**config.mk**
```make
export PLATFORM = sky130hd
export DESIGN_NAME = instr_encode_loader
export DESIGN_NICKNAME = d
export VERILOG_FILES = /design/src/rtl/instr_encode_loader_pkg.sv /design/src/rtl/instr_field_pack.sv /design/src/rtl/instr_encode_loader.sv
export SDC_FILE = /design/constraint.sdc
export NUM_CORES = 1
export LEC_CHECK = 0
export ABC_CLOCK_PERIOD_IN_PS = 2500
export BUFFER_PORTS_ARGS = -buffer_cell sky130_fd_sc_hd__clkbuf_2
export CAP_MARGIN = 30
export CORE_ASPECT_RATIO = 1.1
export CORE_MARGIN = 5
export CORE_UTILIZATION = 45
export DETAILED_ROUTE_END_ITERATION = 6
export GPL_ROUTABILITY_DRIVEN = 0
export PLACE_DENSITY_LB_ADDON = 0.15
export SETUP_SLACK_MARGIN = 0.02
export SYNTH_ARGS = -nofsm -noshare
export SYNTH_HDL_FRONTEND = slang
export SYNTH_HIERARCHICAL = 1
export SYNTH_SLANG_ARGS = --single-unit
```
**constraint.sdc**
```tcl
create_clock -name clk -period 2.5 [get_ports clk]
set_input_delay 0.5 -clock clk [delete_from_list [all_inputs] [get_ports clk]]
set_output_delay 0.5 -clock clk [all_outputs]
set_load 0.02 [all_outputs]
```
**src/rtl/instr_encode_loader_pkg.sv**
```systemverilog
// Shared constants for the RV32I load/store/branch encoder and the
// decoder-side immediate generator: opcodes, bundle kinds, loader FSM states.
package instr_encode_loader_pkg;

    localparam logic [6:0] OP_LOAD   = 7'b0000011;
    localparam logic [6:0] OP_STORE  = 7'b0100011;
    localparam logic [6:0] OP_BRANCH = 7'b1100011;

    typedef enum logic [1:0] {
        KIND_LOAD    = 2'd0,
        KIND_STORE   = 2'd1,
        KIND_BRANCH  = 2'd2,
        KIND_ILLEGAL = 2'd3
    } kind_e;

    typedef enum logic [1:0] {
        ST_IDLE  = 2'd0,
        ST_RUN   = 2'd1,
        ST_DRAIN = 2'd2
    } state_e;

endpackage

```
**src/rtl/instr_field_pack.sv**
```systemverilog
// Combinational packer: builds the 32-bit RV32I word for a field bundle and
// flags bundles whose kind is illegal or whose immediate cannot be encoded.
module instr_field_pack
    import instr_encode_loader_pkg::*;
#(
    parameter int N = 32
) (
    input  logic [1:0]   kind,
    input  logic [4:0]   rd,
    input  logic [4:0]   rs1,
    input  logic [4:0]   rs2,
    input  logic [2:0]   funct3,
    input  logic [N-1:0] imm,
    output logic [N-1:0] word,
    output logic         illegal
);

    logic fits12_s;
    logic fits13_s;

    // Immediate fits when all bits above the field's sign bit copy the sign bit.
    always_comb begin
        fits12_s = (&imm[N-1:11]) | ~(|imm[N-1:11]);
        fits13_s = (&imm[N-1:12]) | ~(|imm[N-1:12]);
    end

    // Field placement per instruction format; branch offsets must be even.
    always_comb begin
        word    = {N{1'b0}};
        illegal = 1'b0;
        case (kind_e'(kind))
            KIND_LOAD: begin
                word    = {imm[11:0], rs1, funct3, rd, OP_LOAD};
                illegal = ~fits12_s;
            end
            KIND_STORE: begin
                word    = {imm[11:5], rs2, rs1, funct3, imm[4:0], OP_STORE};
                illegal = ~fits12_s;
            end
            KIND_BRANCH: begin
                word    = {imm[12], imm[10:5], rs2, rs1, funct3, imm[4:1], imm[11], OP_BRANCH};
                illegal = ~fits13_s | imm[0];
            end
            default: begin
                word    = {N{1'b0}};
                illegal = 1'b1;
            end
        endcase
    end

endmodule

```
**src/rtl/instr_encode_loader.sv**
```systemverilog
// Boot loader front end: encodes field bundles into RV32I words and streams
// them into imem at consecutive word addresses, counting rejected bundles.
module instr_encode_loader
    import instr_encode_loader_pkg::*;
#(
    parameter int N         = 32,
    parameter int ADDR_W    = 10,
    parameter int BASE_ADDR = 0
) (
    input  logic              clk,
    input  logic              rst_n,
    input  logic              start,
    input  logic              in_valid,
    output logic              in_ready,
    input  logic [1:0]        in_kind,
    input  logic [4:0]        in_rd,
    input  logic [4:0]        in_rs1,
    input  logic [4:0]        in_rs2,
    input  logic [2:0]        in_funct3,
    input  logic [N-1:0]      in_imm,
    input  logic              in_last,
    output logic              wr_valid,
    input  logic              wr_ready,
    output logic [ADDR_W-1:0] wr_addr,
    output logic [N-1:0]      wr_data,
    output logic              err,
    output logic [7:0]        err_cnt,
    output logic              done
);

    localparam logic [ADDR_W-1:0] BASE_A    = ADDR_W'(BASE_ADDR);
    localparam logic [ADDR_W-1:0] ADDR_STEP = ADDR_W'(4);

    state_e            state_r;
    logic              wr_valid_r;
    logic [ADDR_W-1:0] wr_addr_r;
    logic [N-1:0]      wr_data_r;
    logic              err_r;
    logic [7:0]        err_cnt_r;
    logic              done_r;

    logic [N-1:0]      word_s;
    logic              illegal_s;
    logic              in_ready_s;
    logic              accept_s;
    logic              wr_done_s;

    instr_field_pack #(.N(N)) u_pack (
        .kind    (in_kind),
        .rd      (in_rd),
        .rs1     (in_rs1),
        .rs2     (in_rs2),
        .funct3  (in_funct3),
        .imm     (in_imm),
        .word    (word_s),
        .illegal (illegal_s)
    );

    // Accept only while running and the output register is free or draining this cycle.
    always_comb begin
        if (state_r == ST_RUN) begin
            in_ready_s = ~wr_valid_r | wr_ready;
        end else begin
            in_ready_s = 1'b0;
        end
        accept_s  = in_valid & in_ready_s;
        wr_done_s = wr_valid_r & wr_ready;
    end

    // Loader FSM with output register, address counter and error counter.
    always_ff @(posedge clk or negedge rst_n) begin
        if (!rst_n) begin
            state_r    <= ST_IDLE;
            wr_valid_r <= 1'b0;
            wr_addr_r  <= BASE_A;
            wr_data_r  <= {N{1'b0}};
            err_r      <= 1'b0;
            err_cnt_r  <= 8'd0;
            done_r     <= 1'b0;
        end else begin
            done_r <= 1'b0;
            case (state_r)
                ST_IDLE: begin
                    if (start) begin
                        state_r   <= ST_RUN;
                        wr_addr_r <= BASE_A;
                        err_r     <= 1'b0;
                        err_cnt_r <= 8'd0;
                    end else begin
                        state_r <= ST_IDLE;
                    end
                end
                ST_RUN: begin
                    if (wr_done_s) begin
                        wr_valid_r <= 1'b0;
                        wr_addr_r  <= wr_addr_r + ADDR_STEP;
                    end
                    if (accept_s) begin
                        if (illegal_s) begin
                            err_r <= 1'b1;
                            if (err_cnt_r != 8'hFF) begin
                                err_cnt_r <= err_cnt_r + 8'd1;
                            end
                        end else begin
                            wr_valid_r <= 1'b1;
                            wr_data_r  <= word_s;
                        end
                        if (in_last) begin
                            state_r <= ST_DRAIN;
                        end
                    end
                end
                ST_DRAIN: begin
                    if (wr_done_s) begin
                        wr_valid_r <= 1'b0;
                        wr_addr_r  <= wr_addr_r + ADDR_STEP;
                    end
                    if (!wr_valid_r || wr_done_s) begin
                        done_r  <= 1'b1;
                        state_r <= ST_IDLE;
                    end
                end
                default: begin
                    state_r <= ST_IDLE;
                end
            endcase
        end
    end

    assign in_ready = in_ready_s;
    assign wr_valid = wr_valid_r;
    assign wr_addr  = wr_addr_r;
    assign wr_data  = wr_data_r;
    assign err      = err_r;
    assign err_cnt  = err_cnt_r;
    assign done     = done_r;

endmodule

```
==> metrics, run 1 <==
Synth Cell Area=2980 µm²; RR Endpoint=wr_data[27]$_DFFE_PN0P_; Final #Nets=461; Cell Area, Placed=3640 µm²; maximum VDD drop=623 µV; core area=6520 µm²; I/O Pins=112; RSZ-0062 raised after global routing=false; Slew headroom=0.540; sequential share of the synthesized area=0.445; status=finished, final reports clean; static leakage=1.86 nW; largest net degree at the start of global routing=54; Worst-Skew Late Latency=300 ps; Setup-failing EPs final=0; DRC Markers=0; r2r setup slk=360 ps; critical path capture point type=flop; R2R depth=6; Clk pin slew, worst setup/hold paths=100 ps; hold buffers post-CTS=0; vias in the first global route=2,531; WL per Instance=14.3 µm; CTS tree=built; Critical Path RT=2700 ps; Detailed Place HPWL=5220 µm; final worst path period share=0.906; top_reg_cell synth=dfrtp_1; Hold WS=298 ps; Die ar.=8350 µm²; CP Class=in -> reg; number of flops mapped to enable cells by yosys=0; Pre-antenna DRT Iters=4; setup repair bufs after CTS=0; Rows=31; # resized after CTS=0; total track usage=0.173; Initial Util=0.457; H-tree levels=2; dpl ws=-90.7 ps; share of cells above drive strength 1=0.448; Yosys cell types=49; # clock sinks=53; CTS root buf=clkbuf_8; Final WS setup=234 ps; CTS Buf Count=5; first-pass GRT wire length=11,600 µm; commonest non-fill, non-tap cells in the layout=clkbuf_2 (109), dfrtp_1 (53), mux2_2 (31); Worst Hold Class=in -> async; post-route cell area=3730 µm²; most common cell after layout, fill and taps aside=clkbuf_2; quantity of I/O buffers inserted on ports=109; worst slew pin tran=687 ps; clk buf depth=2; diode count=0; Slew Viols, Final=0; post-synthesis to final-layout area growth=25.4%; Power Dens Cells=906 nW/µm²; Gate Count Post-Synth=277; Yosys reg bits=53; Final Skew=8.09 ps; Post-DRT Antenna Nets=0; setup TNS=0 ps; Yosys warning count=6; antenna violations before repair=0; CP Launch Type=input port; Max-Cap Viols=0; DRT Wirelength=6810 µm; Max FO, Critical Path=10; routed vias/inst=5.23; die width=87.6 µm; Avg Cell Area, Syn=10.8 µm²; Die H=95.3 µm; reg-to-reg critical path startpoint=state_r[1]$_DFFE_PN0P_; Worst EP arrival=2460 ps; asr flop ratio synth=1.00; Max Clk Rate=441 MHz; Vias=2,482; fin crit period=2270 ps; Starting DRT DRC Count=63; total gr overflow=0; final hold vios=0
==> worst max-delay path, stage by stage <==
cell and delay (ps):
clkbuf_2 90, nor4_1 280, nand3_1 160, o32ai_1 310, o32ai_1 130, buf_4 160, nor3b_4 250, buf_4 230
mux2_2 350
==> where the power goes <==
part	switching, mW	internal (mW)	total [mW]
clock network	0.301	0.200	0.500
logic	0.936	0.652	1.59
registers	0.169	1.12	1.29
total	1.41	1.98	3.38
==> logic make-up after synthesis <==
logic type               Yosys count  synth area share
other                              2           0.00252
multiplexers                      37             0.140
XOR/XNOR                           1           0.00294
AND/OR/NAND/NOR                   96             0.186
buffers and inverters             32            0.0559
AO/OA/AOI/OAI                     45             0.121
adder cells (fa/ha/maj)           11            0.0462
flip-flops                        53             0.445
==> layer usage <==
metal	vias up	track usage	share of wire
met1	1176	0.216	0.41
met3	2	0.0475	0.075
met2	78	0.296	0.51
li1	1226	-	-
met5	-	0	0
met4	0	0.0396	0.0043
==> sequential cells by signal, indices dropped and copies added (netlist names) <==
register and flops:
state_r 2, wr_addr 8, err 1, wr_valid 1, done 1, err_cnt 8
wr_data 32
==> synthesized netlist by cell type, types with 3 or more instances <==
cell,n,area (µm²)
dfrtp_1,53,1330
mux2_2,31,349
and2_1,18,113
nor2_1,18,67.6
inv_1,14,52.6
nand2_1,13,48.8
ha_1,11,138
buf_4,10,75.1
a22oi_1,9,67.6
nand4_1,9,56.3
o21ai_0,8,40.0
nand3_1,7,35.0
nor4_1,6,37.5
o31ai_1,6,45.0
a21oi_1,5,25.0
clkbuf_1,5,18.8
nor3_1,5,25.0
o41ai_1,4,35.0
or3_1,4,25.0
mux2_1,3,33.8
or4_1,3,22.5
==> worst max path at each step <==
stage               start                 endpoint  slack (ps)
3_5_place_dp   in_imm[26]  wr_data[27]$_DFFE_PN0P_         -90
2_1_floorplan  in_kind[0]   err_cnt[0]$_DFFE_PN0P_          90
3_3_place_gp   in_imm[18]  wr_data[27]$_DFFE_PN0P_         -30
6_report       in_imm[26]  wr_data[27]$_DFFE_PN0P_         230
5_1_grt        in_imm[22]   wr_data[9]$_DFFE_PN0P_         100
4_1_cts        in_imm[26]   wr_data[9]$_DFFE_PN0P_         230
==> stage by stage <==
stage | utilization | std cells | power (mW)
final | 0.573 | 475 | 3.38
after global routing | 0.573 | 475 | 3.63
after CTS | 0.573 | 475 | 3.43
after detailed placement | 0.559 | 467 | 2.92
after global placement | 0.559 | 467 | 2.89
after floorplan | - | 280 | 2.38
==> layout make-up <==
type                       count  area [µm²]
fill                         602        2780
multi-input combinational    195        1500
sequential                    53        1330
timing repair buffer         122         656
tap                           82         103
clock buffer                   5        68.8
inverter                      15        56.3
clock inverter                 3        21.3
Power figures use the tool's default switching activity.
==> run 2: changes to the inputs <==
- CORE_UTILIZATION: 45 -> 50
==> run 2 against run 1 <==
Net effect: largest cell class unchanged; core utilization rose by 7.6 points; wire length is 0.63% higher; count of clock-buffer cells in the layout unchanged; critical path type unchanged; sequential share of layout area down 0.083 points; via count decreased by 0.20%; non-clock buffer count down 1; design area up 0.23%; global-route usage increased by 1.6 points; clock skew rose by 3.1 ps; setup slack lost 21 ps.
==> metrics, run 2 (same netlist as run 1, synthesis figures left out) <==
antenna violations before repair=0 (unchanged); diode count=0 (unchanged); Pre-antenna DRT Iters=4 (unchanged); hold buffers post-CTS=0 (unchanged); setup TNS=0 ps (unchanged); total track usage=0.189 (was 0.173); Rows=29 (was 31); Final #Nets=460 (was 461); Critical Path RT=2690 ps (was 2700 ps); RSZ-0062 raised after global routing=false (unchanged); Post-DRT Antenna Nets=0 (unchanged); Worst Hold Class=in -> async (unchanged); area of the multi-input gates=1500 µm² (unchanged); CTS root buf=clkbuf_8 (unchanged); Max FO, Critical Path=6 (was 10); Slew headroom=0.522 (was 0.540); Starting DRT DRC Count=65 (was 63); R2R depth=6 (unchanged); quantity of I/O buffers inserted on ports=109 (unchanged); most common cell after layout, fill and taps aside=clkbuf_2 (unchanged); dpl cells=461 (was 467); H-tree levels=2 (unchanged); Power Dens Cells=923 nW/µm² (was 906 nW/µm²); maximum VDD drop=528 µV (was 623 µV); Final Skew=11.2 ps (was 8.09 ps); final worst path period share=0.915 (was 0.906); DRT Wirelength=6860 µm (was 6810 µm); Initial Util=0.516 (was 0.457); Setup-failing EPs final=0 (unchanged); CTS Buf Count=5 (unchanged); static leakage=1.87 nW (was 1.86 nW); # resized after CTS=0 (unchanged); I/O Pins=112 (unchanged); core area=5770 µm² (was 6520 µm²); fin crit period=2290 ps (was 2270 ps); largest net degree at the start of global routing=29 (was 54); Cell Area, Placed=3630 µm² (was 3640 µm²); dpl ws=-116 ps (was -90.7 ps); first-pass GRT wire length=11,900 µm (was 11,600 µm); RR Endpoint=err_cnt[0]$_DFFE_PN0P_ (was wr_data[27]$_DFFE_PN0P_); die width=83.6 µm (was 87.6 µm); vias in the first global route=2,529 (was 2,531); final hold vios=0 (unchanged); WL per Instance=14.6 µm (was 14.3 µm); clk buf depth=2 (unchanged); Slew Viols, Final=0 (unchanged); commonest non-fill, non-tap cells in the layout=clkbuf_2 (109), dfrtp_1 (53), mux2_2 (31) (unchanged); reg-to-reg critical path startpoint=state_r[1]$_DFFE_PN0P_ (unchanged); Clk pin slew, worst setup/hold paths=100 ps (about the same); CP Launch Type=input port (unchanged); post-route cell area=3740 µm² (was 3730 µm²); Detailed Place HPWL=5330 µm (was 5220 µm); status=finished, final reports clean (unchanged); Worst EP arrival=2480 ps (was 2460 ps); worst slew pin tran=715 ps (was 687 ps); Vias=2,477 (was 2,482); post-synthesis to final-layout area growth=25.7% (was 25.4%); # fillers=488 (was 602); Cell Count, Final, Fillers Out=469 (was 475); CP Class=in -> reg (unchanged); setup repair bufs after CTS=0 (unchanged); CTS tree=built (unchanged); Die H=91.0 µm (was 95.3 µm); routed vias/inst=5.28 (was 5.23); DRC Markers=0 (unchanged); register area=1330 µm² (unchanged); # clock sinks=53 (unchanged); r2r setup slk=260 ps (was 360 ps); Max-Cap Viols=0 (unchanged); Die ar.=7600 µm² (was 8350 µm²); critical path capture point type=flop (unchanged); final core area utilization=0.649 (was 0.573); max reg flops=32 (unchanged); Max Clk Rate=437 MHz (was 441 MHz); Worst-Skew Late Latency=310 ps (was 300 ps); Final WS setup=213 ps (was 234 ps); share of cells above drive strength 1=0.446 (was 0.448); total gr overflow=0 (unchanged)
[run 2: changes by cell type in the layout (fill, tap and decap cells not counted), sizes merged]
cell	delta
clkinvlp	-1
bufinv	+1
buf	-1
[run 2: worst max-delay path by stage]
stage,cells past startpoint,to,start,slack (ps)
after floorplan,10,err_cnt[0]$_DFFE_PN0P_,in_kind[0],90
after global placement,8,err_cnt[0]$_DFFE_PN0P_,in_kind[0],-90
after detailed placement,8,err_cnt[0]$_DFFE_PN0P_,in_kind[1],-120
after CTS,8,err_cnt[0]$_DFFE_PN0P_,in_kind[0],210
after global routing,9,err_cnt[7]$_DFFE_PN0P_,in_kind[0],50
final,8,err_cnt[0]$_DFFE_PN0P_,in_kind[1],210
[run 2: layout make-up]
type	instances	area share
Timing Repair Buffer	121	0.173
Inverter	15	0.0150
Multi-Input combinational cell	195	0.402
Sequential cell	53	0.354
Clock buffer	5	0.0184
Clock inverter	3	0.0117
Tap cell	77	0.0257
[run 2: worst max-delay path: stages]
cell,delay [ps]
clkbuf_2,110
ha_1,220
nor2_1,70
o32ai_1,460
nand2b_1,210
o211ai_4,80
or3_1,500
mux2_4,330
[run 2: through the flow]
step	hold WS [ps]	total power, mW
after floorplan	204	2.38
after global placement	469	2.86
after detailed placement	482	2.90
after CTS	252	3.50
after global routing	286	3.72
final	219	3.45
[run 2: power by group]
group	total, mW	internal, mW	switching (mW)
registers	1.29	1.12	0.168
clock network	0.590	0.300	0.289
logic	1.57	0.637	0.935
total	3.45	2.06	1.39
[run 2: routing by layer]
metal  part of all wire  track usage
met1               0.41        0.243
met2               0.50        0.318
met3              0.075       0.0561
met4              0.012       0.0442
met5                  0            0
==> run 3: changes to the inputs <==
- REMOVE_ABC_BUFFERS: unset -> 1
==> run 3 against run 2 <==
Net effect: final cell count down 0.43%; core utilization down 0.43 points; combinational power about the same; clock power down 16%; sequential power about the same; design area down 0.67%; worst hold slack better by 7.3 ps; critical path type unchanged; largest cell class unchanged; largest power group unchanged; highest routed layer unchanged.
==> metrics, run 3 (same netlist as run 1, synthesis figures left out) <==
Rows=29 (unchanged); clk buf depth=2 (unchanged); Starting DRT DRC Count=81 (was 65); DRT Wirelength=6650 µm (was 6860 µm); CP cell instances=clkbuf_2 > nor4_1 > nand3_1 > o32ai_1 > o32ai_1 > buf_4 > nor3b_4 > buf_4 > mux2_2 (was clkbuf_2 > ha_1 > nor2_1 > o32ai_1 > nand2b_1 > o211ai_4 > or3_1 > mux2_4); quantity of I/O buffers inserted on ports=109 (unchanged); Clk pin slew, worst setup/hold paths=100 ps (about the same); # fillers=499 (was 488); most common cell after layout, fill and taps aside=clkbuf_2 (unchanged); Final WS setup=225 ps (was 213 ps); Worst Hold Class=in -> async (unchanged); post-synthesis to final-layout area growth=24.8% (was 25.7%); Max-Cap Viols=0 (unchanged); post-route cell area=3720 µm² (was 3740 µm²); Max stage delay on crit path=350 ps (was 500 ps); status=finished, final reports clean (unchanged); Max FO, Critical Path=11 (was 6); # resized after CTS=0 (unchanged); Setup-failing EPs final=0 (unchanged); Worst-Skew Late Latency=310 ps (about the same); share of cells above drive strength 1=0.444 (was 0.446); first-pass GRT wire length=11,400 µm (was 11,900 µm); maximum VDD drop=513 µV (was 528 µV); worst slew pin tran=731 ps (was 715 ps); final hold vios=0 (unchanged); setup repair bufs after CTS=0 (unchanged); hold buffers post-CTS=0 (unchanged); Detailed Place HPWL=5170 µm (was 5330 µm); largest net degree at the start of global routing=28 (was 29); die width=83.6 µm (unchanged); Max stage delay cell, worst path=mux2_2 (was or3_1); CTS tree=built (unchanged); Die ar.=7600 µm² (unchanged); Pre-antenna DRT Iters=4 (unchanged); Final #Nets=458 (was 460); Max Clk Rate=440 MHz (was 437 MHz); commonest non-fill, non-tap cells in the layout=clkbuf_2 (109), dfrtp_1 (53), mux2_2 (31) (unchanged); Die H=91.0 µm (unchanged); CP Launch Type=input port (unchanged); routed vias/inst=5.42 (was 5.28); Vias=2,530 (was 2,477); Slew headroom=0.513 (was 0.522); diode count=0 (unchanged); CTS Buf Count=5 (unchanged); fin crit period=2280 ps (was 2290 ps); Power Dens Cells=903 nW/µm² (was 923 nW/µm²); CTS root buf=clkbuf_8 (unchanged); static leakage=1.85 nW (was 1.87 nW); total gr overflow=0 (unchanged); Initial Util=0.516 (unchanged); Post-DRT Antenna Nets=0 (unchanged); Slew Viols, Final=0 (unchanged); antenna violations before repair=0 (unchanged); RSZ-0062 raised after global routing=false (unchanged); dpl ws=-116 ps (about the same); core area=5770 µm² (unchanged); final worst path period share=0.910 (was 0.915); Largest delay share family, worst path=simple AND/OR/NAND/NOR gates (unchanged); Critical Path RT=2700 ps (was 2690 ps); vias in the first global route=2,591 (was 2,529); H-tree levels=2 (unchanged); WL per Instance=14.2 µm (was 14.6 µm); # clock sinks=53 (unchanged); critical path capture point type=flop (unchanged); CP Class=in -> reg (unchanged); I/O Pins=112 (unchanged); Cell Area, Placed=3630 µm² (about the same); DRC Markers=0 (unchanged); max reg flops=32 (unchanged); WP buf/inv=3 (was 1); total track usage=0.178 (was 0.189); Worst EP arrival=2480 ps (about the same); Final Skew=12.5 ps (was 11.2 ps)
run 3: changes by cell type in the layout (fill, tap and decap cells not counted), sizes merged:
cell,change
bufinv,-1
clkinvlp,+1
buf,-2
run 3: per-layer routing:
layer | part of all wire | wire length [µm] | vias to the layer above | global-route usage
met2 | 0.51 | 3420 | 82 | 0.314
met4 | 0.011 | 76 | 0 | 0.0550
li1 | - | - | 1221 | -
met5 | 0 | 0 | - | 0
met1 | 0.40 | 2660 | 1220 | 0.208
met3 | 0.075 | 500 | 7 | 0.0552
run 3: final timing paths:
check,from,to,slack (ps),depth (start not counted)
max in group asynchronous,rst_n,wr_data[15]$_DFFE_PN0P_,1680,2
worst min-delay path,rst_n,err_cnt[2]$_DFFE_PN0P_,230,1
min in group clk,start,state_r[0]$_DFFE_PN0P_,440,3
worst min register to register,wr_data[7]$_DFFE_PN0P_,wr_data[7]$_DFFE_PN0P_,500,1
worst max-delay path,in_imm[18],wr_data[3]$_DFFE_PN0P_,220,9
worst max register to register,state_r[1]$_DFFE_PN0P_,err_cnt[0]$_DFFE_PN0P_,320,6
run 3: power breakdown:
group	total, mW	switching [mW]	internal [mW]
sequential	1.29	0.164	1.12
combinational	1.57	0.932	0.639
clock	0.497	0.298	0.200
total	3.36	1.39	1.96
run 3: layout make-up:
type	instances	area [µm²]	area share
Sequential cell	53	1330	0.357
Inverter	15	56.3	0.0151
Timing Repair Buffer	119	646	0.174
Tap cell	77	96.3	0.0259
Clock buffer	5	68.8	0.0185
Multi-Input combinational cell	195	1500	0.404
Clock inverter	3	21.3	0.00572
run 3: per-stage QoR:
stage | hold slack (ps) | power [mW] | std cells | utilization | TNS, ps
after floorplan | 204 | 2.32 | 263 | - | -23280
after global placement | 467 | 2.87 | 459 | 0.629 | -1240
after global routing | 266 | 3.61 | 467 | 0.645 | 0
after detailed placement | 480 | 2.90 | 459 | 0.629 | -2570
final | 226 | 3.36 | 467 | 0.645 | 0
after CTS | 232 | 3.42 | 467 | 0.645 | 0
